[src/rtl/qspi_mem_ctrl.sv]
// qspi_mem_ctrl: word-level QSPI master for a PSRAM (ce0/sclk_ram) and a
// NOR flash (ce1/sclk_nor). One request = one 32-bit quad read (0xEB) or one
// contiguous byte/halfword/word quad write (0x38, PSRAM only).
//
// Ports:
//   clk, rst_n         system clock, async active-low reset
//   valid/ready        request (sampled in IDLE) / one-cycle completion pulse
//   sel                0 = PSRAM, 1 = NOR
//   addr, wdata, wstrb byte address, write data, byte enables (0000 = read)
//   rdata              read data, updated only by completed reads
//   ce0, ce1           active-low chip selects
//   sclk_ram, sclk_nor serial clocks (clk/2, only the selected one toggles)
//   sio_o, sio_i       serial data out/in, bit 0 = sio0
//   sio_oe             per-line output enable
//
// state | meaning
// IDLE  | waiting for valid
// CMD   | 8 single-bit command periods on sio0
// ADDR  | 6 quad address periods
// DUMMY | read turnaround periods, lines released
// DATA  | quad data periods (read or write)
// DONE  | ce high, ready pulse
// GAP   | 2 cycles of ce high before the next request

module qspi_mem_ctrl #(
  parameter int DUMMY_RAM = 6,
  parameter int DUMMY_NOR = 6
) (
  input  logic        clk,
  input  logic        rst_n,
  input  logic        valid,
  output logic        ready,
  input  logic        sel,
  input  logic [23:0] addr,
  input  logic [31:0] wdata,
  input  logic [3:0]  wstrb,
  output logic [31:0] rdata,
  output logic        ce0,
  output logic        ce1,
  output logic        sclk_ram,
  output logic        sclk_nor,
  output logic [3:0]  sio_o,
  input  logic [3:0]  sio_i,
  output logic [3:0]  sio_oe
);

  typedef enum logic [2:0] {IDLE, CMD, ADDR, DUMMY, DATA, DONE, GAP} state_t;

  state_t      state_q, state_d;
  logic [5:0]  cnt_q, cnt_d;      // periods left in the current state, minus one
  logic        phase_q, phase_d;  // 0 = sclk LOW phase, 1 = HIGH phase
  logic [31:0] sh_q, sh_d;
  logic        sel_q, sel_d;
  logic        wr_q, wr_d;
  logic [23:0] adr_q, adr_d;
  logic [31:0] wbuf_q, wbuf_d;
  logic [2:0]  wlen_q, wlen_d;    // write data periods minus one
  logic        ready_d;
  logic [31:0] rdata_d;
  logic        busy_d;
  logic [3:0]  sio_o_d, sio_oe_d;
  logic [1:0]  lo, hi;
  logic [31:0] wswap, sh_in, rswap;
  logic [5:0]  dummy_n;
  logic        unused_bits;

  assign unused_bits = ^{addr[1:0], sh_q[31]};
  assign dummy_n = sel_q ? 6'(DUMMY_NOR) : 6'(DUMMY_RAM);

  always_comb begin
    lo = 2'd0;
    hi = 2'd0;
    for (int i = 3; i >= 0; i--) if (wstrb[i]) lo = 2'(i);
    for (int i = 0; i < 4; i++) if (wstrb[i]) hi = 2'(i);
  end

  // Bytes go out low byte first, so byte-swap and left-align byte lo.
  assign wswap = {wdata[7:0], wdata[15:8], wdata[23:16], wdata[31:24]} << {lo, 3'b000};
  assign sh_in = {sh_q[27:0], sio_i};
  assign rswap = {sh_in[7:0], sh_in[15:8], sh_in[23:16], sh_in[31:24]};

  always_comb begin
    state_d = state_q;
    cnt_d   = cnt_q;
    phase_d = phase_q;
    sh_d    = sh_q;
    sel_d   = sel_q;
    wr_d    = wr_q;
    adr_d   = adr_q;
    wbuf_d  = wbuf_q;
    wlen_d  = wlen_q;
    ready_d = 1'b0;
    rdata_d = rdata;
    case (state_q)
      IDLE: if (valid) begin
        sel_d   = sel;
        wr_d    = |wstrb;
        adr_d   = {addr[23:2], ((|wstrb) ? lo : 2'b00)};
        wbuf_d  = wswap;
        wlen_d  = {hi - lo, 1'b1};
        phase_d = 1'b0;
        if (sel && (|wstrb)) begin
          state_d = DONE;  // NOR is read-only: complete without pin activity
          ready_d = 1'b1;
        end else begin
          state_d = CMD;
          cnt_d   = 6'd7;
          sh_d    = {((|wstrb) ? 8'h38 : 8'hEB), 24'h0};
        end
      end
      CMD, ADDR, DUMMY, DATA: begin
        phase_d = ~phase_q;
        if (phase_q) begin
          if (state_q == DATA && !wr_q) sh_d = sh_in;
          if (cnt_q != 6'd0) begin
            cnt_d = cnt_q - 6'd1;
            if (state_q == CMD) sh_d = {sh_q[30:0], 1'b0};
            else if (state_q == ADDR || (state_q == DATA && wr_q)) sh_d = {sh_q[27:0], 4'h0};
          end else begin
            case (state_q)
              CMD: begin
                state_d = ADDR;
                cnt_d   = 6'd5;
                sh_d    = {adr_q, 8'h0};
              end
              ADDR: begin
                if (wr_q) begin
                  state_d = DATA;
                  cnt_d   = {3'b000, wlen_q};
                  sh_d    = wbuf_q;
                end else if (dummy_n != 6'd0) begin
                  state_d = DUMMY;
                  cnt_d   = dummy_n - 6'd1;
                  sh_d    = 32'h0;
                end else begin
                  state_d = DATA;
                  cnt_d   = 6'd7;
                  sh_d    = 32'h0;
                end
              end
              DUMMY: begin
                state_d = DATA;
                cnt_d   = 6'd7;
              end
              default: begin
                state_d = DONE;
                ready_d = 1'b1;
                if (!wr_q) rdata_d = rswap;
              end
            endcase
          end
        end
      end
      DONE: begin
        state_d = GAP;
        cnt_d   = 6'd1;
      end
      GAP: begin
        if (cnt_q == 6'd0) state_d = IDLE;
        else cnt_d = cnt_q - 6'd1;
      end
      default: state_d = IDLE;
    endcase

    // Pin values are registered from the next state so they only move at
    // the start of a LOW phase.
    busy_d   = (state_d == CMD) || (state_d == ADDR) || (state_d == DUMMY) || (state_d == DATA);
    sio_o_d  = 4'h0;
    sio_oe_d = 4'h0;
    case (state_d)
      CMD: begin
        sio_o_d  = {3'b000, sh_d[31]};
        sio_oe_d = 4'b0001;
      end
      ADDR: begin
        sio_o_d  = sh_d[31:28];
        sio_oe_d = 4'b1111;
      end
      DATA: if (wr_d) begin
        sio_o_d  = sh_d[31:28];
        sio_oe_d = 4'b1111;
      end
      default: ;
    endcase
  end

  always_ff @(posedge clk or negedge rst_n) begin
    if (!rst_n) begin
      state_q  <= IDLE;
      cnt_q    <= 6'd0;
      phase_q  <= 1'b0;
      sh_q     <= 32'h0;
      sel_q    <= 1'b0;
      wr_q     <= 1'b0;
      adr_q    <= 24'h0;
      wbuf_q   <= 32'h0;
      wlen_q   <= 3'd0;
      ready    <= 1'b0;
      rdata    <= 32'h0;
      ce0      <= 1'b1;
      ce1      <= 1'b1;
      sclk_ram <= 1'b0;
      sclk_nor <= 1'b0;
      sio_o    <= 4'h0;
      sio_oe   <= 4'h0;
    end else begin
      state_q  <= state_d;
      cnt_q    <= cnt_d;
      phase_q  <= phase_d;
      sh_q     <= sh_d;
      sel_q    <= sel_d;
      wr_q     <= wr_d;
      adr_q    <= adr_d;
      wbuf_q   <= wbuf_d;
      wlen_q   <= wlen_d;
      ready    <= ready_d;
      rdata    <= rdata_d;
      ce0      <= ~(busy_d & ~sel_d);
      ce1      <= ~(busy_d & sel_d);
      sclk_ram <= busy_d & phase_d & ~sel_d;
      sclk_nor <= busy_d & phase_d & sel_d;
      sio_o    <= sio_o_d;
      sio_oe   <= sio_oe_d;
    end
  end

endmodule

[config.mk]
export PLATFORM = sky130hd
export DESIGN_NAME = qspi_mem_ctrl
export DESIGN_NICKNAME = d
export VERILOG_FILES = /design/src/rtl/qspi_mem_ctrl.sv
export SDC_FILE = /design/constraint.sdc
export NUM_CORES = 1
export LEC_CHECK = 0
export CAP_MARGIN = 15
export CORE_ASPECT_RATIO = 0.75
export CORE_MARGIN = 2
export CORE_UTILIZATION = 35
export DETAILED_ROUTE_END_ITERATION = 12
export DONT_BUFFER_PORTS = 1
export PLACE_DENSITY_LB_ADDON = 0.1
export SYNTH_ARGS = -nofsm -noshare
export SYNTH_HDL_FRONTEND = slang
export SYNTH_SLANG_ARGS = --single-unit
[constraint.sdc]
create_clock -name clk -period 3.2 [get_ports clk]
set_input_delay 0.8 -clock clk [delete_from_list [all_inputs] [get_ports clk]]
set_output_delay 0.8 -clock clk [all_outputs]
set_load 0.005 [all_outputs]
==> impl_metrics.csv <==
group,metric,value,unit
run_status,outcome,"completed",
timing,max_freq,369,MHz
power,power_density,933,mW/mm^2
die,start_util,35.4,%
synthesis,synth_top_family_by_area,"compound AO/OA/AOI/OAI gates",
timing,layout_setup_ws,0.494,ns
grt,grt_pass1_vias,6676,
drt,firstDrtPassIters,5,
placed_design,portBuffers,0,
synthesis,synth_nets,966,
synthesis,syn_area,0.00842,mm^2
die,die_w,183,um
synthesis,yosys-top-cells-count,"nand2_1, dfrtp_1, o21ai_0",
synthesis,synth_seq_cells,146,
die,die_area,0.0253,mm^2
synthesis,ys_top_cells_by_area,"dfrtp_1, nand2_1, mux2_2",
drt,ant_nets,0,
drt,remaining_drc_errors,0,
cells_and_area,drive_above_1_share,17.4,%
timing,rsz0062_at_grt,"no",
synthesis,yosysMostFrequentCell,"nand2_1",
drt,viasPerCell,5.95,
synthesis,synth-xor-area-share,0.312,%
grt,overflow,0,
clock_network,cts_tree,"built",
timing,setup_tns,0,ns
clock_network,cts_buffer_depth,2,
cells_and_area,n_fill_cell,2373,
timing,report.final.slew_viol_count,0,
die,coreArea,0.0238,mm^2
clock_network,clk_latency,0.44,ns
timing,finClkSkew,0.0137,ns
synthesis,synth_top_cell_by_area,"dfrtp_1",
clock_network,root_buffer,"clkbuf_16",
synthesis,yosys_warnings,0,
timing,period_needed,2.71,ns
placed_design,pre_cts_ws,0.558,ns
drt,vias,7025,
synthesis,async_reset_ff_share,100,%
synthesis,synthAdderAreaFrac,0.431,%
clock_network,cts.repair.resized,0,
cells_and_area,area_delta_synth_final,9.73,%
synthesis,ys_seq_area_share,43.4,%
worst_setup_path,startpoint_type,"flop",
drt,drt-wirelength-per-cell,22.1,um
clock_network,h-tree-depth,4,
worst_setup_path,rrSetupSlack,0.49,ns
synthesis,postSynthAreaPerCell,9.40,um^2
power,leakage,3.92,nW
synthesis,synth.distinct_cells,74,
die,io_pins,113,
placed_design,dp_hpwl,18000,um
die,die_y,138,um
power,ir_drop,0.000430,V
placed_design,gpl.final_weighted_congestion,0.871,
synthesis,synth_simple_gate_area_share,14.7,%
timing,finalCritPeriodShare,84.6,%
timing,slew-limit-headroom,49.6,%
grt,track_usage,21.0,%
clock_network,clock_sinks,146,
drt,drtIter0Drc,702,
clock_network,cts.hold.buffers_added,0,
synthesis,synthMuxAreaShare,12.1,%
die,core.rowCount,49,
cells_and_area,fin_nets,933,
clock_network,path_clk_slew,0.06,ns
synthesis,synth_compound_area_share,23.0,%
worst_setup_path,critPathArrivalTime,3.02,ns
flow_run,drv_cap,0,
worst_setup_path,cp_max_fo,18,
grt,grt_antenna_before_repair,0,
synthesis,synth_top_cell_area_share,42.8,%
synthesis,synth_edf_count,0,
synthesis,syn_inst,896,
cells_and_area,seqCellArea,0.00366,mm^2
drt,wirelength,26100,um
clock_network,cts_buffers,17,
timing,hold_viol,0,
grt,grt_first_pass_wirelength,40800,um
cells_and_area,antenna_cells,0,
clock_network,cts_setup_buffers,0,
worst_setup_path,cp.required,3.52,ns
grt,grt_max_degree,147,
timing,finalSetupViolCount,0,
timing,tightestPinTransition,0.751,ns
worst_setup_path,criticalPathCategory,"flop to flop",
synthesis,synth_ff_type,"dfrtp_1",
hold_path,hp-class,"input port to async pin",
cells_and_area,multi_input_area,0.00427,mm^2
worst_setup_path,crit_path_end_kind,"flop",
[layout by cell type, fill, tap and decap left out, types with 10 or more instances in the layout]
cell type	netlist	layout
mux2i_1	42	42
dfrtp_1	144	144
nand2_1	184	183
o221ai_1	21	21
a32o_1	20	20
nor2_1	37	34
a221oi_1	28	28
mux2_2	50	50
inv_1	10	10
a22o_1	15	15
a21oi_1	48	48
buf_4	8	37
clkbuf_16	0	17
o21ai_0	73	73
o211ai_1	11	11
nand3_1	12	12
[worst paths after layout]
kind	start	endpoint	cells after the start
hold / removal	rst_n	adr_q[21]	0
setup reg to reg	state_q[1]	sio_o[2]	6
min in group clk	addr[14]	adr_q[14]	2
hold reg to reg	wlen_q[0]	wlen_q[0]	1
max in group asynchronous	rst_n	ce0	0
setup / recovery	state_q[1]	sio_o[2]	6
[critical path, cell delays in order (launching register included)]
cell and delay [ns]:
dfrtp_1 0.82, nor2b_1 0.57, o21ai_1 0.38, a31oi_1 0.26
o211ai_1 0.12, a31o_2 0.29, and2_1 0.13
[stage by stage]
step | area, um^2 | hold slack (ns) | power [mW] | instances | util (%)
floorplan | 8420 | 0.440 | 5.58 | 896 | -
global placement | 8650 | 0.451 | 6.51 | 1150 | 36.4
detailed placement | 8650 | 0.457 | 6.61 | 1150 | 36.4
CTS | 9240 | 0.0407 | 8.66 | 1181 | 38.8
global route | 9240 | 0.0366 | 9.22 | 1181 | 38.8
finish | 9240 | 0.0647 | 8.63 | 1181 | 38.8
[logic make-up after synthesis]
family | count (synthesis)
xor gates and xnor gates | 3
muxes | 95
adders and majority gates | 3
and+or+nand+nor | 277
AOI/OAI and AO/OA | 270
buffers and inverters | 102
DFF | 146
[report_power, final]
| group | internal [mW] | switching [mW] |
|---|---|---|
| logic | 1.38 | 1.92 |
| registers | 2.50 | 0.823 |
| clock network | 1.22 | 0.781 |
| total | 5.10 | 3.53 |
[flip-flops by register name, indices dropped and copies added, names as in the netlist]
| register | flops |
|---|---|
| adr_q | 24 |
| sclk_ram | 1 |
| rdata | 32 |
| sel_q | 1 |
| state_q | 3 |
| wbuf_q | 32 |
| wr_q | 1 |
| sio_o | 4 |
| ce1 | 1 |
| ready | 1 |
| ce0 | 1 |
| sio_oe | 2 |
| phase_q | 1 |
| wlen_q | 3 |
| sh_q | 32 |
| sclk_nor | 1 |
| cnt_q | 6 |
[area by class of cell]
type                            count  share of cell area, %
Clock inverter                      9                   1.12
Tap cell                          306                   4.14
Timing Repair Buffer               38                   3.22
Sequential cell                   146                   39.6
Clock buffer                       22                   5.24
Inverter                           12                  0.487
Multi-Input combinational cell    648                   46.2
[per-layer routing]
layer	track usage, %	wire, um	share of wire [%]
met1	34.2	13600	52
met2	27.0	10200	39
met3	5.22	2020	7.7
met4	5.05	280	1.1
met5	0	0	0
Note: power is estimated with default switching activity, not from simulation.
